### src/rtl/serial_frame_rx_if.sv
// Bundles the serial bit input and the deframed word outputs of serial_frame_rx.
// Latency: none, wires only.
// Backpressure: none; the bit source never stalls and the consumer must take data while valid=1.
interface serial_frame_rx_if #(
    parameter int DATA_W = 8
);
    logic              in;
    logic [DATA_W-1:0] data;
    logic              valid;
    logic              par_err;
    logic              busy;
    logic [7:0]        frame_cnt;

    // Bit source / frame consumer side.
    modport master (
        output in,
        input  data,
        input  valid,
        input  par_err,
        input  busy,
        input  frame_cnt
    );

    // Receiver side.
    modport slave (
        input  in,
        output data,
        output valid,
        output par_err,
        output busy,
        output frame_cnt
    );
endinterface

### src/rtl/serial_frame_rx.sv
// Hunts a serial bitstream for a sync pattern, then deframes DATA_W payload bits plus even parity.
// Latency: last sync bit at edge N -> valid (or par_err) high in the cycle after edge N+DATA_W+1.
// Backpressure: none; one bit is consumed every clk and the word is presented for one cycle only.
module serial_frame_rx #(
    parameter int                DATA_W   = 8,
    parameter int                SYNC_W   = 4,
    parameter logic [SYNC_W-1:0] SYNC_PAT = 4'b1011
) (
    input  logic               clk,
    input  logic               rst_n,
    serial_frame_rx_if.slave   bus
);

    localparam int BW = $clog2(DATA_W);
    localparam int FW = $clog2(SYNC_W + 1);
    localparam logic [BW-1:0] LAST_BIT  = BW'(DATA_W - 1);
    localparam logic [FW-1:0] FILL_FULL = FW'(SYNC_W);
    localparam logic [FW-1:0] FILL_MIN  = FW'(SYNC_W - 1);

    typedef enum logic [1:0] {
        HUNT   = 2'd0,
        DATA   = 2'd1,
        PARITY = 2'd2
    } state_t;

    state_t              state_q;
    state_t              state_d;

    // Only SYNC_W-1 history bits are kept; the incoming bit completes the candidate.
    logic [SYNC_W-2:0]   sync_sr_q;
    logic [FW-1:0]       fill_q;
    logic [BW-1:0]       bitcnt_q;
    logic                acc_q;
    logic [DATA_W-1:0]   shreg_q;

    logic [DATA_W-1:0]   data_q;
    logic                valid_q;
    logic                par_err_q;
    logic                busy_q;
    logic [7:0]          frame_cnt_q;

    logic [SYNC_W-1:0]   sync_shift;
    logic                sync_match;
    logic                par_ok;

    assign sync_shift = {sync_sr_q, bus.in};
    assign sync_match = (fill_q >= FILL_MIN) && (sync_shift == SYNC_PAT);
    assign par_ok     = ((acc_q ^ bus.in) == 1'b0);

    // State register.
    always_ff @(posedge clk or negedge rst_n) begin
        if (!rst_n) begin
            state_q <= HUNT;
        end else begin
            state_q <= state_d;
        end
    end

    // Next-state: hunt for sync, count payload bits, then take one parity bit.
    always_comb begin
        state_d = state_q;
        case (state_q)
            HUNT:    if (sync_match) state_d = DATA;
            DATA:    if (bitcnt_q == LAST_BIT) state_d = PARITY;
            PARITY:  state_d = HUNT;
            default: state_d = HUNT;
        endcase
    end

    // Datapath: sync history, payload shifter, parity accumulator and result registers.
    always_ff @(posedge clk or negedge rst_n) begin
        if (!rst_n) begin
            sync_sr_q   <= '0;
            fill_q      <= '0;
            bitcnt_q    <= '0;
            acc_q       <= 1'b0;
            shreg_q     <= '0;
            data_q      <= '0;
            valid_q     <= 1'b0;
            par_err_q   <= 1'b0;
            busy_q      <= 1'b0;
            frame_cnt_q <= '0;
        end else begin
            valid_q   <= 1'b0;
            par_err_q <= 1'b0;
            busy_q    <= (state_d != HUNT);
            case (state_q)
                HUNT: begin
                    sync_sr_q <= sync_shift[SYNC_W-2:0];
                    if (fill_q != FILL_FULL) begin
                        fill_q <= fill_q + 1'b1;
                    end
                    if (sync_match) begin
                        bitcnt_q <= '0;
                        acc_q    <= 1'b0;
                    end
                end
                DATA: begin
                    shreg_q  <= {shreg_q[DATA_W-2:0], bus.in};
                    acc_q    <= acc_q ^ bus.in;
                    bitcnt_q <= bitcnt_q + 1'b1;
                end
                PARITY: begin
                    if (par_ok) begin
                        data_q      <= shreg_q;
                        valid_q     <= 1'b1;
                        frame_cnt_q <= frame_cnt_q + 8'd1;
                    end else begin
                        par_err_q <= 1'b1;
                    end
                    // A new sync must be seen entirely after this frame.
                    sync_sr_q <= '0;
                    fill_q    <= '0;
                end
                default: begin
                    sync_sr_q <= '0;
                    fill_q    <= '0;
                end
            endcase
        end
    end

    assign bus.data      = data_q;
    assign bus.valid     = valid_q;
    assign bus.par_err   = par_err_q;
    assign bus.busy      = busy_q;
    assign bus.frame_cnt = frame_cnt_q;

endmodule

### src/flat_wrapper.sv
// flat-port wrapper written by rule: the top's interface ports become plain ports
module serial_frame_rx_flat 
#(
    parameter int                DATA_W   = 8,
    parameter int                SYNC_W   = 4,
    parameter logic [SYNC_W-1:0] SYNC_PAT = 4'b1011
)
  (clk, rst_n, bus_in, bus_data, bus_valid, bus_par_err, bus_busy, bus_frame_cnt);
  serial_frame_rx_if #(.DATA_W(DATA_W)) bus_i ();
  input  logic clk;
  input  logic rst_n;
  input wire logic [$bits(bus_i.in)-1:0] bus_in;
  output wire logic [$bits(bus_i.data)-1:0] bus_data;
  output wire logic [$bits(bus_i.valid)-1:0] bus_valid;
  output wire logic [$bits(bus_i.par_err)-1:0] bus_par_err;
  output wire logic [$bits(bus_i.busy)-1:0] bus_busy;
  output wire logic [$bits(bus_i.frame_cnt)-1:0] bus_frame_cnt;
  assign bus_i.in = bus_in;
  assign bus_data = bus_i.data;
  assign bus_valid = bus_i.valid;
  assign bus_par_err = bus_i.par_err;
  assign bus_busy = bus_i.busy;
  assign bus_frame_cnt = bus_i.frame_cnt;
  serial_frame_rx #(.DATA_W(DATA_W), .SYNC_W(SYNC_W), .SYNC_PAT(SYNC_PAT)) u_core (.clk(clk), .rst_n(rst_n), .bus(bus_i));
endmodule
### config.mk
export PLATFORM = sky130hd
export DESIGN_NAME = serial_frame_rx_flat
export DESIGN_NICKNAME = d
export VERILOG_FILES = /design/src/rtl/serial_frame_rx_if.sv /design/src/rtl/serial_frame_rx.sv /design/src/flat_wrapper.sv
export SDC_FILE = /design/constraint.sdc
export NUM_CORES = 1
export LEC_CHECK = 0
export CAP_MARGIN = 20
export CELL_PAD_IN_SITES_DETAIL_PLACEMENT = 0
export CELL_PAD_IN_SITES_GLOBAL_PLACEMENT = 1
export CORE_MARGIN = 1.5
export CORE_UTILIZATION = 42
export DETAILED_ROUTE_END_ITERATION = 6
export PLACE_DENSITY_LB_ADDON = 0.1
export SLEW_MARGIN = 25
export SYNTH_ARGS = -nofsm -noshare
export SYNTH_HDL_FRONTEND = slang
export SYNTH_SLANG_ARGS = --single-unit
### constraint.sdc
create_clock -name clk -period 1.8 [get_ports clk]
set_input_delay 0.36 -clock clk [delete_from_list [all_inputs] [get_ports clk]]
set_output_delay 0.36 -clock clk [all_outputs]
set_load 0.01 [all_outputs]
==> impl_results.md <==
- Boundary pin count: 22
- Arr. time, crit path: 1.89 ns
- Setup Skew: ~0.0045 ns
- Clk Latency, worst-skew pair: between 0.2 and 0.3 ns
- Hold crit path type: in2async
- Rel. slew slack: 0.6769
- HPWL Detailed: 2.019 mm
- Crit-path leading delay family: flip-flops
- Area Growth Syn to Fin: 23.05%
- I/O Buffers: 21
- # diodes: 0
- Slowest CP cell: dfrtp_1
- Initial Utilization: 0.4495
- Syn Nets: 169
- Total CTS buffers: 5
- Post-DRT Antenna Nets: 0
- CP endpoint kind: flop
- Core area: 3744 µm²
- RePlAce Congestion: 0.7090
- Die ar.: 4396 µm²
- Design Area, Final: 2071 µm²
- Non-filler instance count after layout: 239
- Layout fillers: approximately 360
- Crit path time final: 1.693 ns
- Placed instance area: 1986 µm²
- Period Utilization, post-route: 0.9408
- Placement Rows: 22
- Vias in the first global route: 1174
- Avg Vias per Cell: between 4 and 5
- Largest net degree at the start of global routing: 40
- Clock sinks: 39
- CTS H-tree lvls: 2
- Inst Count DP: 232
- Register area: 975.9 µm²
- Maximum vdd drop: 0.7063 mV
- Most common cell after layout, fill and taps aside: nand2_1
- Fraction of layout cells with a size suffix above 1: 0.1257
- Slew Limit Fails: 0
- CTS Root Cell: clkbuf_8
- CP required: 2.00 ns
- Worst-case clock buffer depth: 2
- DRC violations left: 0
- Multi-input logic area: 663.1 µm²
- Clock slew at reported path FFs: around 0.06 ns
- DR vias: 1134
- P_leak: roughly 1.1 nW
- # hold bufs at CTS: 0
- Final #Nets: 201
- Outcome: finished clean
- CTS tree: done
- CP Buf/Inv Count: 1
- Worst slew pin tran: between 0.4 and 0.5 ns
- Pwr per Cell Area: 1473 nW/µm²
- Distinct cells, synth: 29
- Max Clk Rate: 0.5905 GHz
- First-pass GRT wire length: 5.250 mm
- Startpoint Class: flop
- All-Layer GR Usage: 0.1603
- MaxCap Viol Count: 0
- Post-synthesis sequential area ratio: 0.5799
- First-pass DRT Iterations: 3
- Mapped cell area: 1683 µm²
- #FFs+latches synth: 39
- Die W: 66.30 µm
- Iteration-0 DRC Markers: 19
- Yosys warns: 0
- Die Ht: roughly 66 µm
- Crit Path Class: reg2reg
- Post-Synthesis Cells: 160
- Overflow after GRT: 0
- CP max stage delay: 0.42 ns
- Mean post-synth cell area: 10.52 µm²
- Final setup fails: 0
- Most frequent cells in the layout: nand2_1 (59), dfrtp_1 (39), clkdlybuf4s50_1 (20), buf_4 (10), nor2_1 (7)
- Crit path cell chain: ha_1 > ha_1 > a211oi_2 > buf_4 > nor4_4 > or2_1 > mux2i_1
- CP Max Fanout: 4
- Routed WL: about 2.9 mm
- Initial antenna violation count: 0
- Drt wl/cell: 12.05 µm
- Hold Vio Cnt, Final: 0
- Crit path top cell by count: ha_1
## logic make-up after synthesis
kind of cell               Yosys count  synth area share
and+or+nand+nor                     81            0.2342
muxes                                5           0.02974
buffers and inverters               11           0.02899
xor gates and xnor gates             9           0.05131
DFF                                 39            0.5799
adders and majority gates            6           0.04461
AOI/OAI and AO/OA                    9           0.03123
## layout make-up
class / instances / area share
Clock buffer: 6 / 0.03505
Inverter: 5 / 0.009063
Multi-Input combinational cell: 110 / 0.3202
Sequential cell: 39 / 0.4713
Tap cell: 48 / 0.02900
Timing Repair Buffer: 31 / 0.1353
## sequential cells by signal, indices dropped and copies added, names as in the netlist
signal	cells
u_core.acc_q	1
u_core.bitcnt_q	3
u_core.bus.busy	1
u_core.bus.data	8
u_core.bus.frame_cnt	8
u_core.bus.par_err	1
u_core.bus.valid	1
u_core.fill_q	3
u_core.shreg_q	8
u_core.state_q	2
u_core.sync_sr_q	3
## through the flow
step | util | TNS [ns] | worst slack [ns] | hold slack [ns] | power, mW
final | 0.5531 | 0 | 0.1066 | 0.1298 | 3.050
after CTS | 0.5498 | 0 | 0.07303 | 0.1404 | 3.070
after global placement | 0.5304 | -0.0001056 | -0.0001056 | 0.4414 | 2.477
after global routing | 0.5531 | -0.02302 | -0.02302 | 0.1647 | 3.328
after detailed placement | 0.5304 | -0.06120 | -0.03328 | 0.4461 | 2.536
after floorplan | - | 0 | 0.2190 | 0.06441 | 2.093
## repair_timing
item                                    in CTS  in global routing
endpoints found under the setup margin       0                  2
buffers inserted                             0                  1
resized for setup                            0                  1
## cells in the mapped netlist
| cell | count | area [µm²] |
|---|---|---|
| buf_2 | 6 | 30.03 |
| o21bai_1 | 1 | 7.510 |
| nand2b_1 | 1 | 6.260 |
| mux2i_1 | 5 | 50.05 |
| a21oi_1 | 3 | 15.01 |
| inv_1 | 4 | 15.01 |
| nand3_1 | 1 | 5.000 |
| nand2_1 | 59 | 221.5 |
| a211oi_1 | 1 | 7.510 |
| nor3b_1 | 2 | 15.01 |
| xnor2_1 | 5 | 43.79 |
| nor3_1 | 1 | 5.000 |
| o21ai_0 | 3 | 15.01 |
| nand4_1 | 1 | 6.260 |
| xnor2_2 | 1 | 16.27 |
| a21o_1 | 1 | 7.510 |
| ha_1 | 6 | 75.07 |
| xor2_1 | 3 | 26.28 |
| nor2b_1 | 1 | 6.260 |
| inv_2 | 1 | 3.750 |
| nor4_2 | 1 | 12.51 |
| nor4_4 | 2 | 42.54 |
| or2_2 | 1 | 6.260 |
| nand4b_1 | 1 | 8.760 |
| and2_1 | 1 | 6.260 |
| or2_1 | 1 | 6.260 |
| nand3b_4 | 1 | 20.02 |
| nor2_1 | 7 | 26.28 |
| dfrtp_1 | 39 | 975.9 |
## final timing paths
path	from	end	cells past startpoint	slack (ns)
min in group clk	u_core.bus.frame_cnt[7]$_DFFE_PN0P_	u_core.bus.frame_cnt[7]$_DFFE_PN0P_	1	0.46
hold reg to reg	u_core.bus.frame_cnt[7]$_DFFE_PN0P_	u_core.bus.frame_cnt[7]$_DFFE_PN0P_	1	0.46
setup / recovery	u_core.fill_q[0]$_DFFE_PN0P_	u_core.bitcnt_q[0]$_DFFE_PN0P_	7	0.11
hold / removal	rst_n	u_core.fill_q[0]$_DFFE_PN0P_	2	0.13
setup reg to reg	u_core.fill_q[0]$_DFFE_PN0P_	u_core.bitcnt_q[0]$_DFFE_PN0P_	7	0.11
max in group asynchronous	rst_n	u_core.bus.data[7]$_DFFE_PN0P_	2	1.34
## report_power, final
part | total (mW) | switching, mW | internal [mW]
registers | 1.46 | 0.267 | 1.19
logic | 1.08 | 0.510 | 0.567
clock network | 0.517 | 0.259 | 0.258
## metal layers
| metal | up-vias | global-route usage | share of wire |
|---|---|---|---|
| met4 | 0 | 0.08418 | 0.018 |
| met2 | 16 | 0.2513 | 0.47 |
| li1 | 574 | - | - |
| met5 | - | 0 | 0 |
| met3 | 5 | 0.03578 | 0.032 |
| met1 | 539 | 0.2064 | 0.48 |
Power figures use the tool's default switching activity.
